File: src/rtl/wb_led_seq_pkg.sv
// wb_led_seq_pkg: register map, CTRL bit positions, FSM encoding and step helpers for the LED sequencer.
package wb_led_seq_pkg;
  localparam logic [1:0] REG_CTRL    = 2'd0;
  localparam logic [1:0] REG_PERIOD  = 2'd1;
  localparam logic [1:0] REG_PATTERN = 2'd2;
  localparam int CTRL_RUN  = 0;
  localparam int CTRL_LOOP = 1;
  localparam int CTRL_LAST = 2;
  localparam int CTRL_ERR  = 12;
  localparam logic [1:0] ST_IDLE = 2'd0;
  localparam logic [1:0] ST_REQ  = 2'd1;
  localparam logic [1:0] ST_ACKW = 2'd2;
  localparam logic [1:0] ST_WAIT = 2'd3;
  localparam logic [31:0] LED_ADDR_DEF = 32'h0000_0000;
  localparam logic [31:0] PATTERN_MASK = 32'h3F3F_3F3F;
  function automatic logic [5:0] step_of(input logic [31:0] p, input logic [1:0] i);
    return p[{i, 3'b000} +: 6];
  endfunction
endpackage

File: src/rtl/wb_led_seq_regs.sv
// wb_led_seq_regs: Wishbone slave decode, CTRL/PERIOD/PATTERN storage, read mux and registered ack.
module wb_led_seq_regs
  import wb_led_seq_pkg::*;
#(
  parameter int PERIOD_W = 24
) (
  input  logic                clk,
  input  logic                rst,
  input  logic [1:0]          word,
  input  logic [31:0]         data,
  input  logic                we,
  input  logic                cyc,
  input  logic                stb,
  output logic                ack,
  output logic [31:0]         rdata,
  input  logic                busy,
  input  logic [1:0]          idx,
  input  logic                clr_run,
  input  logic                set_err,
  output logic                run,
  output logic                loop,
  output logic [1:0]          last,
  output logic [PERIOD_W-1:0] period,
  output logic [31:0]         pattern,
  output logic                start
);
  logic acc, wr, err;
  logic [31:0] rd;
  assign acc = cyc & stb;
  assign wr = acc & we;
  assign start = wr && word == REG_CTRL && data[CTRL_RUN] && !run;
  always_comb
    rd = word == REG_CTRL    ? {19'd0, err, 1'b0, idx, busy, 4'd0, last, loop, run} :
         word == REG_PERIOD  ? 32'(period) :
         word == REG_PATTERN ? pattern : '0;
  // FSM events are applied after the CPU write so completion/abort wins a same-cycle race
  always_ff @(posedge clk or posedge rst)
    if (rst) begin
      ack <= 1'b0;
      rdata <= '0;
      run <= 1'b0;
      loop <= 1'b0;
      last <= '0;
      period <= '0;
      pattern <= '0;
      err <= 1'b0;
    end else begin
      ack <= acc;
      rdata <= acc ? rd : '0;
      if (wr && word == REG_CTRL) begin
        run <= data[CTRL_RUN];
        loop <= data[CTRL_LOOP];
        last <= data[CTRL_LAST +: 2];
        if (data[CTRL_ERR]) err <= 1'b0;
      end
      if (wr && word == REG_PERIOD) period <= data[PERIOD_W-1:0];
      if (wr && word == REG_PATTERN) pattern <= data & PATTERN_MASK;
      if (clr_run) run <= 1'b0;
      if (set_err) err <= 1'b1;
    end
endmodule

File: src/rtl/wb_led_sequencer.sv
// wb_led_sequencer: Wishbone-configured 4-step LED pattern scheduler driving single-beat master writes.
module wb_led_sequencer
  import wb_led_seq_pkg::*;
#(
  parameter logic [31:0] LED_ADDR    = LED_ADDR_DEF,
  parameter int          PERIOD_W    = 24,
  parameter int          ACK_TIMEOUT = 15
) (
  input  logic        i_clk,
  input  logic        i_reset,
  input  logic [31:0] i_wb_addr,
  input  logic [31:0] i_wb_data,
  input  logic [3:0]  i_wb_sel,
  input  logic        i_wb_we,
  input  logic        i_wb_cyc,
  input  logic        i_wb_stb,
  output logic        o_wb_ack,
  output logic [31:0] o_wb_data,
  output logic        o_wb_stall,
  output logic        o_wb_err,
  output logic        o_m_cyc,
  output logic        o_m_stb,
  output logic        o_m_we,
  output logic [31:0] o_m_addr,
  output logic [31:0] o_m_data,
  output logic [3:0]  o_m_sel,
  input  logic        i_m_ack,
  input  logic        i_m_stall,
  input  logic        i_m_err
);
  localparam int TW = $clog2(ACK_TIMEOUT + 1);
  logic [1:0] state, idx, last;
  logic [PERIOD_W-1:0] cnt, period;
  logic [TW-1:0] tmo;
  logic [5:0] m_data;
  logic [31:0] pattern;
  logic run, loop, start, xfer, m_ok, m_err, at_last, go_wait, clr_run, unused_ok;
  assign unused_ok = ^{i_wb_sel, i_wb_addr[31:4], i_wb_addr[1:0]};
  wb_led_seq_regs #(.PERIOD_W(PERIOD_W)) u_regs (
    .clk(i_clk), .rst(i_reset), .word(i_wb_addr[3:2]), .data(i_wb_data), .we(i_wb_we),
    .cyc(i_wb_cyc), .stb(i_wb_stb), .ack(o_wb_ack), .rdata(o_wb_data),
    .busy(state != ST_IDLE), .idx(idx), .clr_run(clr_run), .set_err(m_err),
    .run(run), .loop(loop), .last(last), .period(period), .pattern(pattern), .start(start)
  );
  // An ack arriving with the accepting strobe completes the transfer directly from REQ
  always_comb begin
    xfer = (state == ST_REQ && !i_m_stall) || state == ST_ACKW;
    m_err = xfer && (i_m_err || (state == ST_ACKW && !i_m_ack && tmo == TW'(ACK_TIMEOUT - 1)));
    m_ok = xfer && i_m_ack && !i_m_err;
    at_last = idx == last;
    go_wait = m_ok && run && (!at_last || loop);
    clr_run = m_err || (m_ok && !go_wait) || (state == ST_WAIT && !run);
  end
  always_ff @(posedge i_clk or posedge i_reset)
    if (i_reset) begin
      state <= ST_IDLE;
      idx <= '0;
      cnt <= '0;
      tmo <= '0;
      m_data <= '0;
    end else if (state == ST_IDLE) begin
      if (start) begin
        state <= ST_REQ;
        idx <= '0;
        m_data <= step_of(pattern, 2'd0);
      end
    end else if (m_err || (m_ok && !go_wait)) begin
      state <= ST_IDLE;
      if (m_ok && !at_last) idx <= idx + 2'd1;
    end else if (m_ok) begin
      state <= ST_WAIT;
      idx <= at_last ? 2'd0 : idx + 2'd1;
      cnt <= period == '0 ? '0 : period - 1'b1;
    end else if (state == ST_REQ) begin
      if (!i_m_stall) begin
        state <= ST_ACKW;
        tmo <= '0;
      end
    end else if (state == ST_ACKW) tmo <= tmo + 1'b1;
    else if (!run) state <= ST_IDLE;
    else if (cnt == '0) begin
      state <= ST_REQ;
      m_data <= step_of(pattern, idx);
    end else cnt <= cnt - 1'b1;
  assign o_m_cyc = state == ST_REQ || state == ST_ACKW;
  assign o_m_stb = state == ST_REQ;
  assign o_m_we = o_m_cyc;
  assign o_m_addr = LED_ADDR;
  assign o_m_data = {26'd0, m_data};
  assign o_m_sel = 4'hF;
  assign o_wb_stall = 1'b0;
  assign o_wb_err = 1'b0;
endmodule
File: config.mk
export PLATFORM = sky130hd
export DESIGN_NAME = wb_led_sequencer
export DESIGN_NICKNAME = d
export VERILOG_FILES = /design/src/rtl/wb_led_seq_pkg.sv /design/src/rtl/wb_led_seq_regs.sv /design/src/rtl/wb_led_sequencer.sv
export SDC_FILE = /design/constraint.sdc
export NUM_CORES = 1
export LEC_CHECK = 0
export BUFFER_PORTS_ARGS = -buffer_cell sky130_fd_sc_hd__clkbuf_2
export CAP_MARGIN = 25
export CORE_MARGIN = 4
export CORE_UTILIZATION = 54
export CTS_CLUSTER_SIZE = 20
export DETAILED_ROUTE_END_ITERATION = 16
export PLACE_DENSITY = 0.9
export SKIP_CTS_REPAIR_TIMING = 1
export SLEW_MARGIN = 30
export SYNTH_ARGS = -nofsm -noshare
export SYNTH_HDL_FRONTEND = slang
export SYNTH_SLANG_ARGS = --single-unit
File: constraint.sdc
create_clock -name i_clk -period 5.5 [get_ports i_clk]
set_input_delay 1.1 -clock i_clk [delete_from_list [all_inputs] [get_ports i_clk]]
set_output_delay 1.1 -clock i_clk [all_outputs]
set_load 0.01 [all_outputs]
==> flow_metrics.env <==
export IMPL_status="completed"
export IMPL_synth_edf_count=0
export IMPL_die_h_um=123
export IMPL_min_from="m_data[0]$_DFFE_PP0P_"
export IMPL_yosys_most_used_dff="dfrtp_1"
export IMPL_whs_path_depth=1
export IMPL_final_common_cell="dfrtp_1"
export IMPL_synth_xor_area_frac=0.0235
export IMPL_postSynthCellCount=714
export IMPL_die_area_um2=15000
export IMPL_syn_mean_instance_area_um2=9.93
export IMPL_cp_start_kind="input port"
export IMPL_io_pins=182
export IMPL_setup_viol_count_final=0
export IMPL_yosysUniqueCellTypes=81
export IMPL_reg2reg_slack_ns=2.48
export IMPL_area_growth_pct=12.1
export IMPL_holdPathEnd="m_data[0]$_DFFE_PP0P_"
export IMPL_crit_type="input port to flip-flop"
export IMPL_drc=0
export IMPL_yosys_register_bits=122
export IMPL_layout_drive_gt1_share=0.262
export IMPL_seq_area_frac_synth=0.431
export IMPL_critPathArrivalTime_ns=3.49
export IMPL_ir_worst_vdd_mv=0.307
export IMPL_coreArea_um2=12700
export IMPL_tightest_slew_ns=0.884
export IMPL_synth_simple_gate_area_share=0.165
export IMPL_routed_via_density=6.08
export IMPL_numCtsBuffers=17
export IMPL_drtPass1Iterations=6
export IMPL_grt_pass1_wl_um=29400
export IMPL_yosys_area_share_adder=0.0141
export IMPL_ant_nets=0
export IMPL_crit_fanout=19
export IMPL_port_buffers=79
export IMPL_relSlewSlack=0.411
export IMPL_fin_util=0.624
export IMPL_synth_top_family_by_area="simple AND/OR/NAND/NOR gates"
export IMPL_end_kind="flip-flop"
export IMPL_async_flop_share=1.00
export IMPL_synth_compound_area_frac=0.159
export IMPL_dr_total_vias=5869
export IMPL_initial_utilization=0.557
export IMPL_gp_congestion=0.957
export IMPL_min_period_ns=3.19
export IMPL_place_area_um2=7330
export IMPL_grt_overflow=0
export IMPL_wirelength_um=18700
export IMPL_worst_slack_ns=2.31
export IMPL_muxShareOfSynthArea=0.105
export IMPL_dp_slack_ns=1.96
export IMPL_drtIter0Drc=749
export IMPL_dieWidth_um=123
export IMPL_dp_cells=933
export IMPL_grtUsageTotal=0.252
export IMPL_htree_levels=4
export IMPL_tritoncts="done"
export IMPL_clk_latency_ns=0.42
export IMPL_timing_rr_end="state[0]$_DFFE_PP0P_"
export IMPL_maxSlewViolCount=0
export IMPL_r2r_start="idx[0]$_DFFE_PP0P_"
export IMPL_required_ns=5.80
export IMPL_ys_warn_count=0
export IMPL_rsz0062_at_grt="false"
export IMPL_hold_class="flip-flop to flip-flop"
export IMPL_tns_ns=0
export IMPL_p_leak_uw=0.00367
export IMPL_instances_no_fill=965
export IMPL_fin_nets=864
export IMPL_mostFrequentLayoutCells="dfrtp_1, clkbuf_2, nor2_1"
export IMPL_dp_final_hpwl_um=12600
export IMPL_rows=41
export IMPL_cts_clk_slew_worst_paths_ns=0.05
export IMPL_max_freq_mhz=313
export IMPL_skew_ns=0.00781
export IMPL_antenna_found_initial=0
export IMPL_clock_path_buffers=2
export IMPL_power_density_nw_per_um2=460
export IMPL_grt_max_degree=76
export IMPL_cts_root_buf="clkbuf_16"
export IMPL_synthesis_area_um2=7090
export IMPL_wl_per_cell_um=19.4
export IMPL_design_area_um2=7940
export IMPL_clock_sinks=122
export IMPL_finalHoldViolCount=0
export IMPL_grt_pass1_vias=5614
export IMPL_period_share=0.580
export IMPL_max_cap_viol_count=0
export IMPL_diodes=0
export IMPL_reg2regPathDepth=6
## worst max-delay path, stage by stage
cell and delay [ns]:
clkbuf_2 0.08, nand2_2 0.26, inv_2 0.36, nand3_2 0.25, o31a_1 0.39, a2111oi_4 0.62
mux2_2 0.41
## layer usage
layer | vias up | share of wire | track usage
met2 | 373 | 0.49 | 0.404
met1 | 2849 | 0.38 | 0.327
met3 | 65 | 0.10 | 0.0733
met5 | - | 0 | 0
met4 | 0 | 0.029 | 0.0931
li1 | 2582 | - | -
## worst max path at each step
stage / to / startpoint / slack, ns
after floorplan: cnt[0]$_DFFE_PP0P_ / i_reset / 1.16
after global placement: m_data[2]$_DFFE_PP0P_ / i_wb_cyc / 2.04
after detailed placement: m_data[4]$_DFFE_PP0P_ / i_wb_cyc / 1.96
after CTS: m_data[4]$_DFFE_PP0P_ / i_wb_cyc / 2.32
after global routing: m_data[4]$_DFFE_PP0P_ / i_wb_cyc / 2.19
final: m_data[4]$_DFFE_PP0P_ / i_wb_cyc / 2.31
## power by group
group          total, µW  switching (µW)  internal [µW]
registers           1380             285           1090
logic               1130             665            468
clock network       1150             425            725
## registers in the layout (all words and copies together), names as in the netlist
register        flops
m_data              6
tmo                 4
cnt                24
u_regs.rdata       30
u_regs.period      24
u_regs.loop         1
u_regs.last         2
u_regs.err          1
u_regs.run          1
state               2
u_regs.ack          1
idx                 2
u_regs.pattern     24
## final cells by class
cell class / count / area, µm²
well taps: 172 / 215
repair buffers: 84 / 433
multi-input cells: 537 / 3560
fillers: 967 / 4780
flip-flops and latches: 122 / 3050
inverters: 18 / 72.6
clock inverters: 14 / 171
clock buffers: 18 / 439
## per-stage QoR
step | power (µW) | hold slack [ns]
2_1_floorplan | 2180 | 0.452
3_3_place_gp | 2410 | 0.474
3_5_place_dp | 2460 | 0.475
4_1_cts | 3630 | 0.494
5_1_grt | 3840 | 0.537
6_report | 3660 | 0.491
## logic make-up after synthesis
kind of cell | Yosys count
other | 2
buffers and inverters | 119
DFF | 122
muxes | 68
xor gates and xnor gates | 19
adders and majority gates | 8
AOI/OAI and AO/OA | 162
and+or+nand+nor | 214
## cells in the mapped netlist, types with 3 or more instances
cell type / instances / area, µm²
xor2_1: 11 / 96.3
inv_1: 16 / 60.1
xnor2_1: 8 / 70.1
buf_1: 3 / 11.3
mux2i_1: 15 / 150
a311oi_1: 3 / 26.3
o41ai_1: 3 / 26.3
buf_2: 11 / 55.1
nand4_1: 3 / 18.8
a31oi_1: 8 / 50.1
nand3_1: 12 / 60.1
nor4_1: 11 / 68.8
or3_1: 4 / 25.0
mux2_2: 51 / 574
a22oi_1: 13 / 97.6
or4_1: 3 / 22.5
o31ai_1: 5 / 37.5
nand2b_1: 3 / 18.8
or2_2: 3 / 18.8
nor3_1: 14 / 70.1
ha_1: 8 / 100
nand2_1: 36 / 135
o221a_2: 6 / 67.6
clkbuf_1: 18 / 67.6
o21ai_0: 37 / 185
a21oi_1: 39 / 195
o22ai_1: 3 / 18.8
and3_1: 17 / 106
a21o_1: 3 / 22.5
buf_4: 68 / 510
nor4_4: 3 / 63.8
a22o_1: 3 / 26.3
nor2_1: 72 / 270
nor3_2: 3 / 30.0
o21ai_1: 4 / 20.0
nor2b_1: 7 / 43.8
dfrtp_1: 122 / 3050
No activity file was read; power rests on OpenSTA's default activity.
